`src/rtl/stopwatch_pkg.sv`:
```
// Shared encodings for the BCD stopwatch/countdown timer: FSM states, digit
// positions on the 32-bit time bus, digit moduli and count direction.
package stopwatch_pkg;

    typedef enum logic [1:0] {
        ST_IDLE  = 2'd0,
        ST_RUN   = 2'd1,
        ST_PAUSE = 2'd2,
        ST_DONE  = 2'd3
    } state_e;

    localparam int unsigned DIG_W   = 4;
    localparam int unsigned NUM_DIG = 8;

    localparam int unsigned DIG_C0 = 0;
    localparam int unsigned DIG_C1 = 1;
    localparam int unsigned DIG_S0 = 2;
    localparam int unsigned DIG_S1 = 3;
    localparam int unsigned DIG_M0 = 4;
    localparam int unsigned DIG_M1 = 5;
    localparam int unsigned DIG_H0 = 6;
    localparam int unsigned DIG_H1 = 7;

    localparam int unsigned MOD_DEC = 10;
    localparam int unsigned MOD_SEX = 6;

    localparam logic MODE_UP   = 1'b0;
    localparam logic MODE_DOWN = 1'b1;

    // Clamp an out-of-range BCD digit to the largest value its modulus allows.
    function automatic logic [DIG_W-1:0] sat_digit(input logic [DIG_W-1:0] d,
                                                   input int unsigned    modulus);
        sat_digit = (d > DIG_W'(modulus - 1)) ? DIG_W'(modulus - 1) : d;
    endfunction

endpackage

```
`src/rtl/bcd_updown_digit.sv`:
```
// One BCD digit with parametric modulus that counts up or down on enable and
// reports a carry (up) or borrow (down) combinationally for the next digit.
module bcd_updown_digit
    import stopwatch_pkg::*;
#(
    parameter int unsigned MOD = MOD_DEC
) (
    input  logic             clk,
    input  logic             rst_n,
    input  logic             en,
    input  logic             dir,
    input  logic             load,
    input  logic [DIG_W-1:0] ld_val,
    output logic [DIG_W-1:0] digit,
    output logic             carry_c
);

    localparam logic [DIG_W-1:0] MAX_VAL = DIG_W'(MOD - 1);

    logic [DIG_W-1:0] digit_q;
    logic [DIG_W-1:0] digit_d;

    assign carry_c = en && ((dir == MODE_DOWN) ? (digit_q == '0) : (digit_q == MAX_VAL));

    always_comb begin
        digit_d = digit_q;
        if (load) begin
            digit_d = ld_val;
        end else if (en) begin
            if (dir == MODE_DOWN) begin
                digit_d = (digit_q == '0) ? MAX_VAL : digit_q - DIG_W'(1);
            end else begin
                digit_d = (digit_q == MAX_VAL) ? '0 : digit_q + DIG_W'(1);
            end
        end
    end

    always_ff @(posedge clk) begin
        if (!rst_n) begin
            digit_q <= '0;
        end else begin
            digit_q <= digit_d;
        end
    end

    assign digit = digit_q;

endmodule

```
`src/rtl/stopwatch_timer.sv`:
```
// hh:mm:ss.cc BCD stopwatch / countdown timer with run/pause control, preset
// load with saturation, lap capture and expiry/overflow pulses.
module stopwatch_timer
    import stopwatch_pkg::*;
#(
    parameter int unsigned TICK_DIV = 500000,
    parameter int unsigned TICK_W   = 19,
    parameter int unsigned HR_LIMIT = 99
) (
    input  logic        i_clk,
    input  logic        i_rst_n,
    input  logic        i_clear,
    input  logic        i_start,
    input  logic        i_stop,
    input  logic        i_mode,
    input  logic        i_load,
    input  logic [31:0] i_preset,
    input  logic        i_lap,
    output logic [31:0] o_time,
    output logic [31:0] o_lap,
    output logic        o_lap_valid,
    output logic        o_running,
    output logic        o_done,
    output logic        o_overflow
);

    localparam int unsigned       TIME_W    = NUM_DIG * DIG_W;
    localparam logic [DIG_W-1:0]  HR_H1     = DIG_W'(HR_LIMIT / 10);
    localparam logic [DIG_W-1:0]  HR_H0     = DIG_W'(HR_LIMIT % 10);
    localparam logic [DIG_W-1:0]  DEC_MAX   = DIG_W'(MOD_DEC - 1);
    localparam logic [DIG_W-1:0]  SEX_MAX   = DIG_W'(MOD_SEX - 1);
    localparam logic [TICK_W-1:0] PRESC_MAX = TICK_W'(TICK_DIV - 1);
    localparam logic [TIME_W-1:0] TIME_MAX  = {HR_H1, HR_H0, SEX_MAX, DEC_MAX,
                                               SEX_MAX, DEC_MAX, DEC_MAX, DEC_MAX};
    localparam logic [TIME_W-1:0] TIME_ONE  = TIME_W'(1);

    state_e             state_q, state_d;
    logic               mode_q, mode_d;
    logic [TICK_W-1:0]  presc_q, presc_d;
    logic [TIME_W-1:0]  lap_q, lap_d;
    logic               lap_valid_q, lap_valid_d;
    logic               running_q, running_d;
    logic               done_q, done_d;
    logic               overflow_q, overflow_d;
    logic [DIG_W-1:0]   h1_q, h1_d;
    logic [DIG_W-1:0]   h0_q, h0_d;

    logic [TIME_W-1:0]  cur_time;
    logic [TIME_W-1:0]  sat_preset;
    logic [DIG_W-1:0]   h1_sat, h0_sat;
    logic               tick_c;
    logic               ld_c;
    logic [TIME_W-1:0]  ld_val_c;
    logic [DIG_H0:0]    chain_c;

    // Preset saturation: each digit to its own maximum, then hours to HR_LIMIT.
    always_comb begin
        sat_preset = '0;
        sat_preset[DIG_C0*DIG_W +: DIG_W] = sat_digit(i_preset[DIG_C0*DIG_W +: DIG_W], MOD_DEC);
        sat_preset[DIG_C1*DIG_W +: DIG_W] = sat_digit(i_preset[DIG_C1*DIG_W +: DIG_W], MOD_DEC);
        sat_preset[DIG_S0*DIG_W +: DIG_W] = sat_digit(i_preset[DIG_S0*DIG_W +: DIG_W], MOD_DEC);
        sat_preset[DIG_S1*DIG_W +: DIG_W] = sat_digit(i_preset[DIG_S1*DIG_W +: DIG_W], MOD_SEX);
        sat_preset[DIG_M0*DIG_W +: DIG_W] = sat_digit(i_preset[DIG_M0*DIG_W +: DIG_W], MOD_DEC);
        sat_preset[DIG_M1*DIG_W +: DIG_W] = sat_digit(i_preset[DIG_M1*DIG_W +: DIG_W], MOD_SEX);
        h1_sat = sat_digit(i_preset[DIG_H1*DIG_W +: DIG_W], MOD_DEC);
        h0_sat = sat_digit(i_preset[DIG_H0*DIG_W +: DIG_W], MOD_DEC);
        if ((h1_sat > HR_H1) || ((h1_sat == HR_H1) && (h0_sat > HR_H0))) begin
            h1_sat = HR_H1;
            h0_sat = HR_H0;
        end
        sat_preset[DIG_H1*DIG_W +: DIG_W] = h1_sat;
        sat_preset[DIG_H0*DIG_W +: DIG_W] = h0_sat;
    end

    assign tick_c = (state_q == ST_RUN) && !i_clear && (presc_q == PRESC_MAX);

    // Centisecond through minute digits; the ripple chain ends in the hour enable.
    assign chain_c[0] = tick_c;
    for (genvar gi = 0; gi < int'(DIG_H0); gi++) begin : g_digit
        localparam int unsigned DMOD = ((gi == int'(DIG_S1)) || (gi == int'(DIG_M1))) ? MOD_SEX : MOD_DEC;
        bcd_updown_digit #(
            .MOD(DMOD)
        ) u_digit (
            .clk     (i_clk),
            .rst_n   (i_rst_n),
            .en      (chain_c[gi]),
            .dir     (mode_q),
            .load    (ld_c),
            .ld_val  (ld_val_c[gi*DIG_W +: DIG_W]),
            .digit   (cur_time[gi*DIG_W +: DIG_W]),
            .carry_c (chain_c[gi+1])
        );
    end

    assign cur_time[DIG_H0*DIG_W +: DIG_W] = h0_q;
    assign cur_time[DIG_H1*DIG_W +: DIG_W] = h1_q;

    // Two-digit hour counter that wraps at HR_LIMIT rather than 99.
    always_comb begin
        h1_d = h1_q;
        h0_d = h0_q;
        if (ld_c) begin
            h1_d = ld_val_c[DIG_H1*DIG_W +: DIG_W];
            h0_d = ld_val_c[DIG_H0*DIG_W +: DIG_W];
        end else if (chain_c[DIG_H0]) begin
            if (mode_q == MODE_DOWN) begin
                if (h0_q != '0) begin
                    h0_d = h0_q - DIG_W'(1);
                end else if (h1_q != '0) begin
                    h0_d = DEC_MAX;
                    h1_d = h1_q - DIG_W'(1);
                end else begin
                    h1_d = HR_H1;
                    h0_d = HR_H0;
                end
            end else begin
                if ((h1_q == HR_H1) && (h0_q == HR_H0)) begin
                    h1_d = '0;
                    h0_d = '0;
                end else if (h0_q == DEC_MAX) begin
                    h0_d = '0;
                    h1_d = h1_q + DIG_W'(1);
                end else begin
                    h0_d = h0_q + DIG_W'(1);
                end
            end
        end
    end

    // Control FSM, prescaler and lap capture.
    always_comb begin
        state_d     = state_q;
        mode_d      = mode_q;
        presc_d     = presc_q;
        lap_d       = lap_q;
        lap_valid_d = lap_valid_q;
        done_d      = 1'b0;
        overflow_d  = 1'b0;
        ld_c        = 1'b0;
        ld_val_c    = '0;

        if ((state_q == ST_IDLE) && !i_clear) begin
            mode_d = i_mode;
        end

        if (!i_clear && i_lap && ((state_q == ST_RUN) || (state_q == ST_PAUSE))) begin
            lap_d       = cur_time;
            lap_valid_d = 1'b1;
        end

        if (i_clear) begin
            ld_c        = 1'b1;
            presc_d     = '0;
            lap_d       = '0;
            lap_valid_d = 1'b0;
            state_d     = ST_IDLE;
        end else if (i_load && (state_q != ST_RUN)) begin
            ld_c     = 1'b1;
            ld_val_c = sat_preset;
            presc_d  = '0;
            state_d  = ST_IDLE;
        end else begin
            unique case (state_q)
                ST_IDLE: begin
                    if (i_start && !((i_mode == MODE_DOWN) && (cur_time == '0))) begin
                        state_d = ST_RUN;
                        presc_d = '0;
                    end
                end
                ST_RUN: begin
                    presc_d = tick_c ? '0 : presc_q + TICK_W'(1);
                    if (i_stop) begin
                        state_d = ST_PAUSE;
                    end
                    // Expiry overrides a same-cycle pause request.
                    if (tick_c) begin
                        if (mode_q == MODE_UP) begin
                            overflow_d = (cur_time == TIME_MAX);
                        end else if (cur_time == TIME_ONE) begin
                            state_d = ST_DONE;
                            done_d  = 1'b1;
                        end
                    end
                end
                ST_PAUSE: begin
                    if (i_start && !i_stop) begin
                        state_d = ST_RUN;
                    end
                end
                ST_DONE: begin
                    state_d = ST_DONE;
                end
                default: begin
                    state_d = ST_IDLE;
                end
            endcase
        end

        running_d = (state_d == ST_RUN);
    end

    always_ff @(posedge i_clk) begin
        if (!i_rst_n) begin
            state_q     <= ST_IDLE;
            mode_q      <= MODE_UP;
            presc_q     <= '0;
            lap_q       <= '0;
            lap_valid_q <= 1'b0;
            running_q   <= 1'b0;
            done_q      <= 1'b0;
            overflow_q  <= 1'b0;
            h1_q        <= '0;
            h0_q        <= '0;
        end else begin
            state_q     <= state_d;
            mode_q      <= mode_d;
            presc_q     <= presc_d;
            lap_q       <= lap_d;
            lap_valid_q <= lap_valid_d;
            running_q   <= running_d;
            done_q      <= done_d;
            overflow_q  <= overflow_d;
            h1_q        <= h1_d;
            h0_q        <= h0_d;
        end
    end

    assign o_time      = cur_time;
    assign o_lap       = lap_q;
    assign o_lap_valid = lap_valid_q;
    assign o_running   = running_q;
    assign o_done      = done_q;
    assign o_overflow  = overflow_q;

endmodule

```
`config.mk`:
```
export PLATFORM = sky130hd
export DESIGN_NAME = stopwatch_timer
export DESIGN_NICKNAME = d
export VERILOG_FILES = /design/src/rtl/stopwatch_pkg.sv /design/src/rtl/bcd_updown_digit.sv /design/src/rtl/stopwatch_timer.sv
export SDC_FILE = /design/constraint.sdc
export NUM_CORES = 1
export LEC_CHECK = 0
export CELL_PAD_IN_SITES_DETAIL_PLACEMENT = 1
export CELL_PAD_IN_SITES_GLOBAL_PLACEMENT = 1
export CORE_MARGIN = 4
export CORE_UTILIZATION = 39
export DETAILED_ROUTE_END_ITERATION = 8
export PLACE_DENSITY = 0.83
export SLEW_MARGIN = 20
export SYNTH_ARGS = -nofsm -noshare
export SYNTH_HDL_FRONTEND = slang
export SYNTH_SLANG_ARGS = --single-unit
```
`constraint.sdc`:
```
create_clock -name i_clk -period 4.79 [get_ports i_clk]
set_input_delay 0.479 -clock i_clk [delete_from_list [all_inputs] [get_ports i_clk]]
set_output_delay 0.479 -clock i_clk [all_outputs]
set_load 0.05 [all_outputs]
```
==> impl_metrics.tcl, run 1 <==
set metrics [dict create \
    grt.overflow.total 0 \
    layoutNonFillerInstCount 1008 \
    n_fill_cell 1778 \
    synthArstFlopShare_pct 0 \
    synth_ff_type "dfxtp_1" \
    layout-drive-gt1-share_pct 5.193 \
    hold_depth 2 \
    worstSetupPathType "reg -> reg" \
    r2r_setup_slack_ns 1.54 \
    cts_hold_buf 0 \
    clk_pin_slew_ns 0.07 \
    portBuffers 107 \
    dr.pass1.iters 5 \
    diodes 0 \
    num_rows 43 \
    final_antenna_net_count 0 \
    post-route-period-util_pct 67.84 \
    yosys_warnings 0 \
    fmax_ghz 0.3077 \
    h-tree-depth 3 \
    maxCapViolations 0 \
    drt_iter0_markers 372 \
    cts.repair.resized 0 \
    stdcell_area_sq_mm 0.007012 \
    grt_pass1_vias 6219 \
    start_kind "flip-flop" \
    hold_class "reg -> reg" \
    syn_area_sq_mm 0.005612 \
    vias_per_cell 6.019 \
    syn_nets 811 \
    r2r-end "h1_q[0]" \
    synthTopCellsByCount "nand2_1, dfxtp_1, a21oi_1" \
    crit_fanout 44 \
    synth-seq-area-share_pct 32.11 \
    synth_top_area_cell "dfxtp_1" \
    yosysMostFrequentCell "nand2_1" \
    r2r.worst_path.cells 6 \
    drc 0 \
    numCtsBuffers 9 \
    grt_use_total_pct 24.01 \
    die_w_um 128.0 \
    outcome "finished clean" \
    ys_ff_latch 90 \
    coreArea_sq_mm 0.01399 \
    hold_viol 0 \
    relSlewSlack_pct 42.24 \
    pin_count 108 \
    power.density_mw_per_mm2 267.7 \
    peakVddDrop_mv 0.1774 \
    synth.area.top_cells "dfxtp_1, a21oi_1, nand2_1" \
    placed_area_sq_mm 0.006738 \
    period_needed_ns 3.249 \
    nNetsFinal 877 \
    dieHeight_um 128.0 \
    vias 6067 \
    worst-slew-pin-transition_ns 0.8643 \
    grt_antenna_before_repair 0 \
    setup-violations-final 0 \
    end_kind "flip-flop" \
    tns_ns 0 \
    start_util_pct 40.12 \
    drv_slew 0 \
    cp.arrival_ns 3.48 \
    gp_congestion 0.8676 \
    dp_hpwl_mm 14.31 \
    synthCells 758 \
    hold_start "o_lap[10]" \
    placed_cells 993 \
    tritoncts "yes" \
    dieArea_sq_mm 0.01637 \
    rsz0062_at_grt "false" \
    wire_per_inst_um 19.69 \
    synth_top_cell_area_share_pct 32.11 \
    power.total_mw 1.877 \
    routed_wl_mm 19.85 \
    p_leak_nw 2.316 \
    clock_path_buffers 2 \
    skew_ns 0.007669 \
    cts_sinks 90 \
    post_cts_buffers 0 \
    hold_end "o_lap[10]" \
    yosys.cell_types.count 73 \
    area_delta_synth_final_pct 24.95 \
    synth_edf_count 0 \
    reg2reg_from "mode_q" \
    worstPathRequired_ns 5.02 \
    clk_latency_ns 0.35 \
    grt_pass1_wl_mm 31.78 \
    cts_root_buffer "clkbuf_16" \
    syn_area_per_cell_sq_um 7.403 \
    grt_max_degree 45 \
]
-- cell usage in the layout (no fill, tap or decap), types with 19 or more instances in the layout --
| master | instances |
|---|---|
| clkdlybuf4s50_1 | 107 |
| nand2_1 | 103 |
| dfxtp_1 | 89 |
| a21oi_1 | 83 |
| nor2_1 | 58 |
| o21ai_0 | 46 |
| inv_1 | 26 |
| nor3_1 | 23 |
| xnor2_1 | 23 |
| a211oi_1 | 19 |
-- sequential cells by signal, summed over array words and instances, names as in the netlist --
register,count
g_digit.u_digit.digit,24
h0_q,4
h1_q,4
mode_q,1
o_done,1
o_lap,32
o_lap_valid,1
o_overflow,1
o_running,1
presc_q,19
state_q,2
-- per-layer routing --
layer | track usage, % | vias up | part of all wire [%] | routed length [um]
li1 | - | 2862 | - | -
met1 | 29.65 | 3036 | 44 | 8669
met2 | 41.84 | 145 | 50 | 10020
met3 | 4.250 | 24 | 3.9 | 777
met4 | 8.614 | 0 | 2.0 | 388
met5 | 0 | - | 0 | 0
-- power breakdown --
part | switching [mW] | total (mW) | internal, mW | leakage [nW]
clock network | 0.305 | 0.680 | 0.375 | 0.138
registers | 0.0631 | 0.830 | 0.767 | 0.731
logic | 0.221 | 0.367 | 0.146 | 1.45
-- how the worst max path moves through the flow --
stage	start	end	slack [ns]	depth (start not counted)
after global routing	mode_q	h1_q[0]	1.29	6
after floorplan	h1_q[0]	presc_q[14]	2.05	8
final	mode_q	h1_q[0]	1.54	6
after CTS	mode_q	h1_q[0]	1.56	6
after global placement	i_clear	h1_q[0]	1.61	7
after detailed placement	i_clear	h1_q[0]	1.52	7
-- critical path, cell delays in order (launching register included) --
cell	delay, ns
dfxtp_2	0.81
or3b_2	0.52
a211oi_1	0.40
nand4_1	0.28
or4_1	0.64
a2111oi_4	0.39
nor3_2	0.07
-- area by class of cell --
type,count,area [sq um],area share (%)
timing repair buffer,115,1131,16.13
clock buffer,12,256.5,3.658
multi-input combinational,581,3480,49.63
tap,180,225.2,3.212
sequential,90,1803,25.71
clock inverter,3,15.01,0.2141
inverter,27,101.3,1.445
-- kinds of logic after synthesis --
logic type / synth area share (%)
AO/OA/AOI/OAI: 26.71
adder cells (fa/ha/maj): 2.899
buffers and inverters: 5.975
multiplexers: 0.6465
AND/OR/NAND/NOR: 27.76
XOR/XNOR: 3.902
flip-flops: 32.11
-- through the flow --
stage / setup WS [ns] / util (%) / hold slack [ns]
3_5_place_dp: 1.516 / 48.17 / 0.4473
5_1_grt: 1.293 / 50.13 / 0.4711
4_1_cts: 1.558 / 50.11 / 0.4563
3_3_place_gp: 1.613 / 48.15 / 0.4417
6_report: 1.541 / 50.13 / 0.4559
2_1_floorplan: 2.053 / - / 0.4867
No activity file was read; power rests on OpenSTA's default activity.
==> inputs of run 2 (changes only) <==
- CORE_UTILIZATION: 39 -> 34
- PLACE_DENSITY: 0.83 -> 0.76
- clock period: 4.79 -> 2.85 ns (I/O delays scaled with it)
==> run 2 against run 1 <==
Final cell count increased by 9.3%. Critical path depth stayed put. Setup slack got worse by 1.4 ns. Fmax rose by 20%. Largest power group unchanged. Clock power increased by 96%.
==> impl_metrics.tcl, run 2 (synthesized netlist as in run 1, its figures left out) <==
set metrics [dict create \
    worstPathRequired_ns 3.09 \
    fmax_ghz 0.3696 \
    final_common_cell "clkdlybuf4s50_1" \
    layoutNonFillerInstCount 1102 \
    peakVddDrop_mv 0.2905 \
    grt.overflow.total 0 \
    cts_root_buffer "clkbuf_16" \
    numCtsBuffers 9 \
    skew_ns 0.01451 \
    vias_per_cell 5.679 \
    finalWorstSetupSlack_ns 0.1441 \
    gp_congestion 0.8877 \
    hold_viol 0 \
    diodes 0 \
    dpl_worst_slack_ns 0.1205 \
    start_util_pct 35.07 \
    start_kind "flip-flop" \
    outcome "finished clean" \
    cts_sinks 90 \
    portBuffers 107 \
    num_rows 46 \
    whs_ns 0.4540 \
    dp_hpwl_mm 16.15 \
    r2r_setup_slack_ns 0.14 \
    area_delta_synth_final_pct 34.58 \
    tritoncts "yes" \
    placed_cells 1086 \
    hold_class "reg -> reg" \
    relSlewSlack_pct 54.13 \
    hold_start "o_lap[5]" \
    largest_reg_flops 32 \
    hold_end "o_lap[5]" \
    stdcell_area_sq_mm 0.007552 \
    clk_pin_slew_ns 0.07 \
    worst-slew-pin-transition_ns 0.6707 \
    post_cts_buffers 0 \
    grt_antenna_before_repair 0 \
    rsz0062_at_grt "false" \
    drc 0 \
    dr.pass1.iters 4 \
    placed_area_sq_mm 0.007221 \
    post-route-period-util_pct 94.94 \
    die_w_um 136.5 \
    routed_wl_mm 21.39 \
    hold_depth 2 \
    worstSetupPathType "reg -> reg" \
    dieArea_sq_mm 0.01862 \
    grt_pass1_wl_mm 34.49 \
    period_needed_ns 2.706 \
    wire_per_inst_um 19.41 \
    drv_slew 0 \
    clock_path_buffers 2 \
    final_cell_mix "clkdlybuf4s50_1, nand2_1, dfxtp_1" \
    end_kind "flip-flop" \
    setup-violations-final 0 \
    h-tree-depth 3 \
    nNetsFinal 934 \
    utilization_pct 47.20 \
    r2r.worst_path.cells 6 \
    grt_pass1_vias 6589 \
    r2r-end "h1_q[0]" \
    power.density_mw_per_mm2 450.3 \
    power.total_mw 3.401 \
    grt_max_degree 34 \
    vias 6258 \
    dieHeight_um 136.5 \
    pin_count 108 \
    maxCapViolations 0 \
    cp.arrival_ns 2.95 \
    n_fill_cell 2008 \
    final_antenna_net_count 0 \
    coreArea_sq_mm 0.01600 \
    drt_iter0_markers 398 \
    reg2reg_from "presc_q[6]" \
    clk_latency_ns 0.36 \
    tns_ns 0 \
    p_leak_nw 2.636 \
    layout-drive-gt1-share_pct 11.40 \
    crit_fanout 7 \
    grt_use_total_pct 23.22 \
]
==> run 2: report_power, final <==
| group | total, mW | switching (mW) | internal [mW] | leakage (nW) |
|---|---|---|---|---|
| registers | 1.33 | 0.0459 | 1.29 | 0.731 |
| clock network | 1.33 | 0.553 | 0.773 | 0.153 |
| logic | 0.740 | 0.447 | 0.293 | 1.75 |
==> run 2: metal layers <==
layer  GRT usage (%)  up-vias  share of wire [%]
met3           3.849       40                3.9
met4           9.071        0                2.5
li1                -     2980                  -
met1           28.16     3100                 43
met2           40.80      138                 50
met5               0        -                  0
==> run 2: what timing repair did <==
item | in CTS | in global routing
resized for setup | 0 | 3
hold buffers | 0 | 0
setup endpoints to repair | 0 | 8
==> run 2: final cells by class <==
class | instances | area, sq um | share of cell area [%]
Timing Repair Buffer | 172 | 1572 | 20.81
Multi-Input combinational cell | 581 | 3485 | 46.14
Sequential cell | 90 | 1805 | 23.91
Clock inverter | 6 | 90.09 | 1.193
Clock buffer | 10 | 229.0 | 3.032
Inverter | 27 | 101.3 | 1.342
Tap cell | 216 | 270.3 | 3.579
==> run 2: worst max path at each step <==
stage | from | to | slack, ns
2_1_floorplan | h1_q[0] | presc_q[14] | 0.11
3_5_place_dp | h0_q[1] | presc_q[14] | 0.12
5_1_grt | h0_q[1] | presc_q[14] | 0.02
4_1_cts | h0_q[1] | presc_q[14] | 0.08
3_3_place_gp | presc_q[6] | h1_q[0] | 0.20
6_report | presc_q[6] | h1_q[0] | 0.14
==> run 2: critical path, cell delays in order (launching register included) <==
cell and delay [ns]:
dfxtp_1 0.32, or4b_4 0.53, nor4_2 0.37, nand4_1 0.20, or4_1 0.72, a2111oi_4 0.40, nor3_2 0.06
